--- config.mk ---
export PLATFORM = sky130hd
export DESIGN_NAME = fetch_controller
export DESIGN_NICKNAME = d
export VERILOG_FILES = /design/src/rtl/fetch_pkg.sv /design/src/rtl/fetch_queue.sv /design/src/rtl/fetch_controller.sv
export SDC_FILE = /design/constraint.sdc
export NUM_CORES = 1
export LEC_CHECK = 0
export ABC_AREA = 1
export CAP_MARGIN = 10
export CORE_MARGIN = 4
export CORE_UTILIZATION = 47
export DETAILED_ROUTE_END_ITERATION = 8
export PLACE_DENSITY = 0.75
export SYNTH_ARGS = -nofsm -noshare
export SYNTH_HDL_FRONTEND = slang
export SYNTH_SLANG_ARGS = --single-unit
--- constraint.sdc ---
create_clock -name clk -period 4.15 [get_ports clk]
set_clock_uncertainty 0.05 [all_clocks]
set_input_delay 0.83 -clock clk [delete_from_list [all_inputs] [get_ports clk]]
set_output_delay 0.83 -clock clk [all_outputs]
set_load 0.03 [all_outputs]
--- src/rtl/fetch_pkg.sv ---
// Shared types and constants for the instruction fetch controller.
// Entries carry the fetched instruction together with the PC it came from.
package fetch_pkg;

    typedef enum logic [1:0] {
        IDLE   = 2'd0,
        FETCH  = 2'd1,
        HALTED = 2'd2
    } state_t;

    localparam logic [31:0] RESET_PC  = 32'h0000_0000;
    localparam logic [31:0] NOP_INSTR = 32'h0000_000D;
    localparam int          ENTRY_W   = 64;

    typedef struct packed {
        logic [31:0] pc;
        logic [31:0] instr;
    } entry_t;

endpackage

--- src/rtl/fetch_queue.sv ---
// Small synchronous FIFO holding fetched {pc, instr} entries.
// A flush empties the queue and wins over a push or pop in the same cycle.
module fetch_queue
    import fetch_pkg::*;
#(
    parameter  int DEPTH = 2,
    localparam int PW    = $clog2(DEPTH),
    localparam int CW    = PW + 1
) (
    input  logic               clk,
    input  logic               rst_n,
    input  logic               push,
    input  logic [ENTRY_W-1:0] push_data,
    input  logic               pop,
    input  logic               flush,
    output logic [ENTRY_W-1:0] head_data,
    output logic [CW-1:0]      count,
    output logic               empty
);

    logic [ENTRY_W-1:0] mem [DEPTH];
    logic [PW-1:0]      wr_ptr;
    logic [PW-1:0]      rd_ptr;
    logic               full;
    logic               do_push;
    logic               do_pop;

    assign empty   = (count == '0);
    assign full    = (count == CW'(DEPTH));
    assign do_push = push & ~full;
    assign do_pop  = pop & ~empty;

    always_ff @(posedge clk or negedge rst_n) begin
        if (!rst_n) begin
            wr_ptr <= '0;
            rd_ptr <= '0;
            count  <= '0;
        end else if (flush) begin
            wr_ptr <= '0;
            rd_ptr <= '0;
            count  <= '0;
        end else begin
            if (do_push) wr_ptr <= wr_ptr + PW'(1);
            if (do_pop)  rd_ptr <= rd_ptr + PW'(1);
            count <= count + CW'(do_push) - CW'(do_pop);
        end
    end

    // Storage needs no reset: nothing is visible until count says so.
    always_ff @(posedge clk) begin
        if (do_push && !flush) mem[wr_ptr] <= push_data;
    end

    assign head_data = mem[rd_ptr];

endmodule

--- src/rtl/fetch_controller.sv ---
// Instruction fetch sequencer: owns the fetch PC, issues one-word memory
// requests under credit control and hands buffered instructions to decode.
module fetch_controller #(
    parameter logic [31:0] RESET_PC  = fetch_pkg::RESET_PC,
    parameter int          FQ_DEPTH  = 2,
    parameter logic [31:0] NOP_INSTR = fetch_pkg::NOP_INSTR
) (
    input  logic        clk,
    input  logic        rst_n,
    output logic        imem_req,
    output logic [31:0] imem_addr,
    input  logic [31:0] imem_rdata,
    output logic        id_valid,
    output logic [31:0] id_instr,
    output logic [31:0] id_pc,
    input  logic        id_ready,
    input  logic        redirect_valid,
    input  logic [31:0] redirect_pc,
    input  logic        halt,
    output logic        misaligned_err,
    output logic [1:0]  fsm_state
);

    import fetch_pkg::state_t;
    import fetch_pkg::IDLE;
    import fetch_pkg::FETCH;
    import fetch_pkg::HALTED;
    import fetch_pkg::entry_t;

    localparam int CW = $clog2(FQ_DEPTH) + 1;

    state_t        state;
    state_t        state_nxt;
    logic [31:0]   pc;
    logic [31:0]   inflight_pc;
    logic          inflight;
    entry_t        head;
    entry_t        push_entry;
    logic [CW-1:0] q_count;
    logic          q_empty;
    logic          pop_req;
    logic          q_pop;
    logic          q_push;
    logic          resp_kill;
    logic [CW:0]   occupancy;
    logic [CW:0]   limit;

    // Decode handshake: an entry transfers on a cycle where id_valid and
    // id_ready are both high; id_* hold steady while id_ready is low.
    assign pop_req = id_valid & id_ready;

    // A redirect voids any pop and kills the response landing this cycle.
    assign resp_kill  = inflight & redirect_valid;
    assign q_pop      = pop_req & ~redirect_valid;
    assign q_push     = inflight & ~resp_kill;
    assign push_entry = '{pc: inflight_pc, instr: imem_rdata};

    // Credit check: queued + outstanding, less the entry leaving now.
    assign occupancy = (CW+1)'(q_count) + (CW+1)'(inflight);
    assign limit     = (CW+1)'(FQ_DEPTH) + (CW+1)'(pop_req);

    always_ff @(posedge clk or negedge rst_n) begin
        if (!rst_n) state <= IDLE;
        else        state <= state_nxt;
    end

    always_comb begin
        state_nxt = state;
        case (state)
            IDLE:    state_nxt = FETCH;
            FETCH:   if (halt)  state_nxt = HALTED;
            HALTED:  if (!halt) state_nxt = FETCH;
            default: state_nxt = IDLE;
        endcase
    end

    always_comb begin
        imem_req  = (state == FETCH) && !halt && !redirect_valid && (occupancy < limit);
        imem_addr = pc;
        fsm_state = state;
    end

    always_ff @(posedge clk or negedge rst_n) begin
        if (!rst_n) begin
            pc             <= RESET_PC;
            inflight       <= 1'b0;
            inflight_pc    <= RESET_PC;
            misaligned_err <= 1'b0;
        end else begin
            inflight <= imem_req;
            if (imem_req) inflight_pc <= pc;
            if (redirect_valid)  pc <= {redirect_pc[31:2], 2'b00};
            else if (imem_req)   pc <= pc + 32'd4;
            if (redirect_valid && (redirect_pc[1:0] != 2'b00)) misaligned_err <= 1'b1;
        end
    end

    fetch_queue #(
        .DEPTH (FQ_DEPTH)
    ) u_queue (
        .clk       (clk),
        .rst_n     (rst_n),
        .push      (q_push),
        .push_data (push_entry),
        .pop       (q_pop),
        .flush     (redirect_valid),
        .head_data (head),
        .count     (q_count),
        .empty     (q_empty)
    );

    assign id_valid = ~q_empty;
    assign id_instr = q_empty ? NOP_INSTR : head.instr;
    assign id_pc    = q_empty ? 32'd0     : head.pc;

endmodule

[Word-level counts from Yosys, hierarchy flattened]
Memories as Yosys holds them, arrays and structs flattened.
Cells that the tools add are included.
Word-level totals
  register bits: 72
  RAM bits: 128
  input bits: 69
  output and inout port bits: 101
  memories kept: 1
Cells by class
  $add $sub $neg: 7
  $lt $le $gt $ge: 1
  equal/unequal tests: 5
  muxes and demuxes: 14
  bitwise operators: 10
  reductions and logical operators: 14
Memories
  u_queue.mem: words 2, bits a word 64, rd ports 1, clocked after memory_dff 0, write ports 1, RTL line fetch_queue.sv:21  | logic [ENTRY_W-1:0] mem [DEPTH];
Operators by type and width (count)
  two-way mux 32 bit: 4
  adder 32 x 3 -> 32 bit (second input constant): 1
  nonzero test 2 bit: 4
  AND 1 bit: 6
  two-way mux 1 bit: 6
  two-way mux 2 bit: 3
  one-hot mux 2 bit (3 select lines): 1
  logical AND 1 bit: 5
  equality test 2 bit (second input constant): 2
  logical NOT 2 bit: 2
  != test 2 bit (second input constant): 2
  inverter 1 bit: 4
  adder 2 x 1 -> 3 bit: 1
  adder 2 x 1 -> 3 bit (first input constant): 1
  < comparator 3 bit: 1
  adder 1 bit (second input constant): 2
  adder 2 x 1 -> 2 bit: 1
  equality test 2 x 1 -> 1 bit (second input constant): 1
  logical NOT 1 bit: 2
  AND reduction 2 bit: 1
  subtractor 2 x 1 -> 2 bit: 1

[Logic depth before layout (Yosys ltp)]
Gate-level depths: netlist (run 1).
  depth after elaboration: 8
  mapped depth: 10
  mapped depth without buffers: 9

[Cells and area by module]
A second synthesis (run 1) with hierarchy kept.
Second synthesis, totals
  cells, all modules: 1006
  area total of the unflattened synthesis: 8947.3 µm²
By module, submodules not included
  fetch_queue: times used 1, cells each 369, area each 4902.2 µm², sequential area each 3943.8 µm²
  fetch_controller: times used 1, cells each 637, area each 4045.1 µm², sequential area each 1601.5 µm²

[Worst setup path before layout (run 1)]
No wires, ideal clock.
  path type: input to register
  start: input redirect_valid
  end: memory u_queue.mem[1][0], enable pin
  library setup time: 482 ps
  data arrival time: 3978 ps
  data required time: 3618 ps
  slack: -360 ps
  stages on the path: 5
  buffers on the path: 2
  cells stage by stage: buf_6 -> inv_1 -> clkbuf_1 -> nand2_1 -> nor2_1
Between the ends
  cells in the longest elaborated chain, start to end: 7
RTL lines
  start, declared: RTL line fetch_controller.sv:17  | input logic redirect_valid,
  AND 1 bit: RTL line fetch_controller.sv:53  | assign resp_kill = inflight & redirect_valid;
  inverter 1 bit: RTL line fetch_controller.sv:55  | assign q_push = inflight & ~resp_kill;
  AND 1 bit: RTL line fetch_controller.sv:55
  AND 1 bit: RTL line fetch_queue.sv:30  | assign do_push = push & ~full;
  logical AND 1 bit (*): RTL line fetch_queue.sv:51  | if (do_push && !flush) mem[wr_ptr] <= push_data;
  two-way mux 1 bit (*): RTL line fetch_queue.sv:51
  two-way mux 1 bit (implied by the code) (*): RTL line fetch_queue.sv:51
  end, declared: RTL line fetch_queue.sv:21
Every way passes the cells marked *; elsewhere a longest branch is shown, timed or not.

[Final worst setup path (run 1)]
  start: register u_queue.count[1]
  end: output id_instr[31]
Between the ends
  cells in the longest elaborated chain, start to end: 2
RTL lines
  start, declared: RTL line fetch_queue.sv:17  | output logic [CW-1:0] count,
  start signal, assigned: RTL line fetch_queue.sv:45  | count <= count + CW'(do_push) - CW'(do_pop);
  logical NOT 2 bit: RTL line fetch_queue.sv:28  | assign empty = (count == '0);
  two-way mux 32 bit: RTL line fetch_controller.sv:113  | assign id_instr = q_empty ? NOP_INSTR : head.instr;
  end, declared: RTL line fetch_controller.sv:14  | output logic [31:0] id_instr,
No other way between the ends.

==> impl_metrics.csv, run 1 <==
group,metric,value,unit
status,run_status,"finished clean",
clock_tree,h-tree-depth,4,
critical_path,r2r-start,"u_queue.count[1]$_DFF_PN0_",
die,row_count,48,
clock_tree,clock_tree.root_cell,"clkbuf_16",
pwr,internal_power,3860,uW
placement,count_of_buffers_from_port_buffering,165,
yosys,synth_ff_type,"edfxtp_1",
timing,timing.final.crit_share,85.8,%
critical_path,arrival,2.68,ns
pwr,power.combinational.fraction,25.1,%
timing,fin_tns_setup,0,ns
yosys,postSynthRegisterBits,192,
detailed_routing,vias_per_cell,5.05,
timing,worst_slew_pin_slew,0.889,ns
timing,timing_hold_violations_final,0,
clock_tree,clockBufferDepth,2,
detailed_routing,number_of_detailed_route_iterations_in_the_first_pass,5,
timing,grt_setup_unrepaired,"no",
pwr,clock_power_share,29.0,%
critical_path,worst_setup_path_start_kind,"flip-flop",
final_layout,final_layout_size_suffix_gt1_share,6.24,%
grt,grt_antenna_before_repair,0,
final_layout,stdcell_count,1266,
critical_path,cp_cell_sequence,"inv_1, nand2_1, inv_2, buf_4, a21oi_1, clkdlybuf4s50_1",
yosys,syn_area_per_cell,9.68,um^2
clock_tree,tritoncts.num_buffers,17,
grt,grt_use_total,20.3,%
yosys,netlist.area_leader.share,44.2,%
critical_path,setup.worst_path.class,"flip-flop to output port",
placement,place_area,10300,um^2
final_layout,postLayoutCellArea,10900,um^2
die,die_width,142,um
yosys,ys.warnings.count,0,
placement,place.detailed.hpwl,13600,um
yosys,yosys-top-cells-count,"nand2_1 (304), edfxtp_1 (124), nand3_1 (78)",
yosys,async_s_r_ff_share_synth,35.4,%
die,die_ar,20100,um^2
run,max-cap-violations,0,
pwr,power.switching_fraction,32.0,%
die,initial_core_util,48.3,%
detailed_routing,totalWireLength,20000,um
timing,finalHoldWorstSlack,0.296,ns
pwr,netSwitchingPower,1820,uW
clock_tree,cts_sinks,192,
grt,grt_max_degree,87,
detailed_routing,wire_length_per_cell,15.8,um
placement,routabilityCongestion,0.896,
clock_tree,cts_hold_repair.buffers,0,
timing,maxClockFrequency,0.281,GHz
final_layout,final_core_utilization,62.3,%
yosys,synth_area_leaders,"edfxtp_1 (44%), dfrtp_1 (20%), nand2_1 (14%)",
critical_path,critPathMaxStageDelay,0.61,ns
critical_path,critPathLaunch,"u_queue.count[1]$_DFF_PN0_",
detailed_routing,detail-route-antenna-nets,0,
grt,global_route_wire_length_before_repair,31800,um
final_layout,fillerInstances,1427,
yosys,number_of_synthesized_flops_with_an_enable_pin,124,
timing,slew_viols_final,0,
critical_path,end_kind,"output port",
clock_tree,clkLatencyLatePin,0.43,ns
die,top_level_ports,170,
yosys,netlist_instances,870,
yosys,post_synth_num_cell_types,26,
detailed_routing,drc,0,
final_layout,syn2layout_area_growth,29.0,%
clock_tree,cts.clk_slew.worst_paths,0.07,ns
timing,period_minus_slack,3.56,ns
hold_path,hold_class,"input pin to async pin",
detailed_routing,detailedRoute.firstIterationViolations,500,
final_layout,multiInputGateArea,2540,um^2
die,fp.dieH,142,um
critical_path,cp_data_required_time,3.27,ns
pwr,sequentialPowerShare,45.9,%
timing,finalSetupViolations,0,
yosys,sequential_element_share_of_the_synthesized_area,64.4,%
die,placeableCoreArea,17400,um^2
pwr,vdd_ir_drop_max,499,uV
pwr,pwr_density_cell,523,nW/um^2
final_layout,regArea,5430,um^2
yosys,synth_area_leader_cell,"edfxtp_1",
final_layout,n_antenna_cell,0,
clock_tree,cts_tree,"done",
yosys,synth.most_common_cell,"nand2_1",
grt,grt_overflow_total,0,
placement,placed_cell_count,1234,
pwr,power.static_leakage,0.00433,uW
grt,first_global_vias,6033,
clock_tree,cts_resized,0,
yosys,synthesis.area,8420,um^2
final_layout,final_net_count,1102,
detailed_routing,vias,6395,
critical_path,crit_path_top_delay_cell,"clkdlybuf4s50_1",
timing,worst_slew_margin_rel,40.8,%
critical_path,critical_path_peak_fanout,27,
clock_tree,cts_setup_buffers,0,
## final timing paths
check	end	slack, ns	cells past startpoint
max	id_instr[31]	0.59	6
min reg2reg	u_queue.mem[1][36]$_DFFE_PP_	0.43	0
max in group asynchronous	u_queue.rd_ptr$_DFFE_PN0P_	2.94	2
min	inflight_pc[20]$_DFFE_PN0P_	0.30	1
min in group clk	u_queue.mem[1][36]$_DFFE_PP_	0.43	0
max reg2reg	imem_addr[19]$_DFFE_PN0P_	1.95	10
## power by group through the flow
stage               clock network [uW]  registers [uW]  logic (uW)
CTS                               1660            2600        1440
floorplan                            0            2700         775
detailed placement                   0            2640        1430
global placement                     0            2630        1420
global route                      1760            2640        1570
finish                            1650            2600        1430
## routing by layer
layer	share of wire, %	global-route usage (%)
met1	44	27.7
met3	6.1	4.68
met2	48	32.6
met5	0	0
met4	2.2	6.52
## flip-flops by register name, indices dropped and copies added (netlist names)
signal	cells
inflight_pc	30
u_queue.wr_ptr	1
misaligned_err	1
imem_addr	30
u_queue.mem	124
inflight	1
u_queue.rd_ptr	1
fsm_state	2
u_queue.count	2
## area by class of cell
| type | instances | share of cell area (%) |
|---|---|---|
| repair buffers | 178 | 16.3 |
| inverters | 65 | 2.25 |
| clock inverters | 12 | 1.46 |
| clock buffers | 20 | 4.02 |
| well taps | 225 | 2.59 |
| multi-input cells | 574 | 23.4 |
| flip-flops and latches | 192 | 50.0 |
## critical path: cells and delay by family (launching register included)
family	cells	cell delay [ns]
AOI/OAI and AO/OA	1	0.10
buffers and inverters	4	1.49
DFF	1	0.42
and+or+nand+nor	1	0.21
## cell families after synthesis
kind of cell,after synthesis,share of synthesized area (%)
AND/OR/NAND/NOR,447,21.4
flip-flops,192,64.4
AO/OA/AOI/OAI,114,7.28
buffers and inverters,107,5.68
adder cells (fa/ha/maj),5,0.743
XOR/XNOR,4,0.416
other,1,0.0445
## layout by cell type (no fill, tap or decap), types with 3 or more instances in the layout
cell type / count
a21oi_1: 67
buf_4: 12
bufinv_16: 3
clkbuf_1: 3
clkbuf_16: 17
clkdlybuf4s50_1: 163
conb_1: 4
dfrtp_1: 67
edfxtp_1: 124
ha_1: 5
inv_1: 62
inv_2: 3
nand2_1: 304
nand3_1: 78
nor2_1: 53
nor2_2: 5
o21ai_0: 18
o21ai_1: 17
o21ai_2: 10
## stage by stage
step	setup WS, ns	power (uW)
after CTS	0.556	5710
final	0.590	5680
after floorplan	0.656	3470
after global placement	1.00	4050
after global routing	0.404	5970
after detailed placement	1.04	4070
No activity file was read; power rests on OpenSTA's default activity.
==> run 2: changes to the inputs <==
--- a/config.mk
+++ b/config.mk
@@ -7,10 +7,11 @@
 export LEC_CHECK = 0
 export ABC_AREA = 1
 export CAP_MARGIN = 10
+export CORE_ASPECT_RATIO = 0.7
 export CORE_MARGIN = 4
 export CORE_UTILIZATION = 47
 export DETAILED_ROUTE_END_ITERATION = 8
-export PLACE_DENSITY = 0.75
+export PLACE_DENSITY = 0.78
 export SYNTH_ARGS = -nofsm -noshare
 export SYNTH_HDL_FRONTEND = slang
 export SYNTH_SLANG_ARGS = --single-unit
==> run 2 against run 1 <==
  * First-iteration DRC count grew 56%
  * Utilization grew 0.11 points
  * Sequential power is essentially flat
  * Non-clock buffer count shrank 3
  * Critical path type unchanged
  * Highest routed layer unchanged
==> impl_metrics.csv, run 2 (synthesis gave the netlist of run 1 again) <==
group,metric,value,unit
grt,grt_max_degree,87,
clock_tree,cts_setup_buffers,0,
final_layout,final_net_count,1099,
die,top_level_ports,170,
timing,maxClockFrequency,0.275,GHz
final_layout,largest_register_ff_count,124,
timing,grt_setup_unrepaired,"no",
timing,worst_slew_pin_slew,0.891,ns
timing,slew_viols_final,0,
placement,place_area,10200,um^2
final_layout,fillerInstances,1433,
pwr,power.static_leakage,0.00433,uW
die,placeableCoreArea,17400,um^2
clock_tree,clockBufferDepth,2,
timing,fin_tns_setup,0,ns
die,row_count,40,
pwr,clock_power_share,28.8,%
timing,worst_slew_margin_rel,40.6,%
clock_tree,clock_tree.root_cell,"clkbuf_16",
pwr,vdd_ir_drop_max,316,uV
critical_path,arrival,2.76,ns
timing,timing.final.crit_share,87.7,%
status,run_status,"finished clean",
detailed_routing,detail-route-antenna-nets,0,
final_layout,postLayoutCellArea,10800,um^2
critical_path,crit_buf_inv,4,
detailed_routing,number_of_detailed_route_iterations_in_the_first_pass,5,
final_layout,final_common_cell,"nand2_1",
pwr,internal_power,3810,uW
clock_tree,cts.clk_slew.worst_paths,0.07,ns
timing,finalSetupViolations,0,
detailed_routing,wire_length_per_cell,15.7,um
critical_path,critPathMaxStageDelay,0.61,ns
placement,count_of_buffers_from_port_buffering,165,
critical_path,cp_data_required_time,3.27,ns
critical_path,cp_cell_sequence,"inv_1, nand2_1, inv_2, buf_4, a21oi_1, clkdlybuf4s50_1",
critical_path,setup.worst_path.class,"flip-flop to output port",
critical_path,critical_path.top_delay_family,"buffers and inverters",
clock_tree,cts_sinks,192,
pwr,power.combinational.fraction,25.1,%
grt,global_route_wire_length_before_repair,31700,um
die,die_ar,20200,um^2
run,max-cap-violations,0,
pwr,power.switching_fraction,33.0,%
detailed_routing,vias,6399,
die,initial_core_util,48.5,%
critical_path,crit_path_top_delay_cell,"clkdlybuf4s50_1",
detailed_routing,totalWireLength,19900,um
detailed_routing,drc,0,
clock_tree,cts_resized,0,
clock_tree,cts_hold_repair.buffers,0,
placement,routabilityCongestion,0.897,
critical_path,worst_setup_path_start_kind,"flip-flop",
pwr,pwr_density_cell,524,nW/um^2
grt,grt_use_total,19.9,%
clock_tree,h-tree-depth,4,
final_layout,n_antenna_cell,0,
detailed_routing,vias_per_cell,5.04,
die,fp.dieH,120,um
detailed_routing,detailedRoute.firstIterationViolations,778,
hold_path,hold_class,"input pin to async pin",
clock_tree,clkLatencyLatePin,0.42,ns
final_layout,syn2layout_area_growth,28.8,%
pwr,sequentialPowerShare,46.1,%
timing,timing_hold_violations_final,0,
die,die_width,168,um
grt,first_global_vias,5979,
critical_path,critical_path_peak_fanout,33,
placement,place.detailed.hpwl,13500,um
critical_path,end_kind,"output port",
clock_tree,tritoncts.num_buffers,17,
timing,period_minus_slack,3.64,ns
grt,grt_antenna_before_repair,0,
clock_tree,cts_tree,"done",
pwr,netSwitchingPower,1870,uW
final_layout,final_layout_size_suffix_gt1_share,6.45,%
final_layout,regMostFlops,"u_queue.mem",
final_layout,mostFrequentLayoutCells,"nand2_1 (304), clkdlybuf4s50_1 (163), edfxtp_1 (124)",
final_layout,final_core_utilization,62.4,%
grt,grt_overflow_total,0,
==> run 2: worst paths after layout <==
| check | depth (start not counted) | slack [ns] | endpoint | startpoint |
|---|---|---|---|---|
| worst max-delay path | 6 | 0.51 | id_instr[18] | u_queue.count[1]$_DFF_PN0_ |
| worst min-delay path | 1 | 0.34 | imem_addr[29]$_DFFE_PN0P_ | rst_n |
| worst max register to register | 9 | 1.90 | imem_addr[20]$_DFFE_PN0P_ | inflight$_DFF_PN0_ |
| worst min register to register | 0 | 0.42 | u_queue.mem[1][40]$_DFFE_PP_ | inflight_pc[8]$_DFFE_PN0P_ |
| max in group asynchronous | 2 | 2.71 | u_queue.rd_ptr$_DFFE_PN0P_ | rst_n |
| min in group clk | 0 | 0.42 | u_queue.mem[1][40]$_DFFE_PP_ | inflight_pc[8]$_DFFE_PN0P_ |
==> run 2: through the flow <==
step	cells	total power, uW	hold slack, ns	worst slack, ns
after CTS	1269	5720	0.346	0.480
after floorplan	873	3470	0.392	0.656
after global placement	1237	4040	0.399	1.05
after detailed placement	1237	4080	0.402	0.957
after global routing	1269	5990	0.374	0.329
final	1269	5680	0.343	0.509
==> run 2: worst reg2reg max path, delay by kind of cell (launching register included) <==
family	cells	cell delay [ns]
buf+inv	2	0.74
fa+ha+maj	2	0.47
simple gates	5	0.54
flops	1	0.39
==> run 2: layer usage <==
| layer | vias to the layer above | global-route usage (%) | share of wire, % |
|---|---|---|---|
| li1 | 3175 | - | - |
| met1 | 2928 | 31.1 | 50 |
| met2 | 281 | 27.6 | 41 |
| met3 | 15 | 5.63 | 9.0 |
| met4 | 0 | 4.41 | 0.83 |
| met5 | - | 0 | 0 |
==> run 2: layout make-up <==
class / count / area [um^2] / area share (%)
multi-input cells: 574 / 2540 / 23.4
well taps: 231 / 289 / 2.67
inverters: 65 / 244 / 2.25
repair buffers: 175 / 1740 / 16.1
clock buffers: 17 / 425 / 3.92
clock inverters: 15 / 173 / 1.59
flip-flops and latches: 192 / 5430 / 50.0
==> run 2: power by group through the flow <==
stage	clock network [uW]	logic [uW]	registers, uW
floorplan	0	775	2700
global placement	0	1400	2630
detailed placement	0	1430	2650
CTS	1660	1440	2610
global route	1760	1570	2660
finish	1640	1430	2620
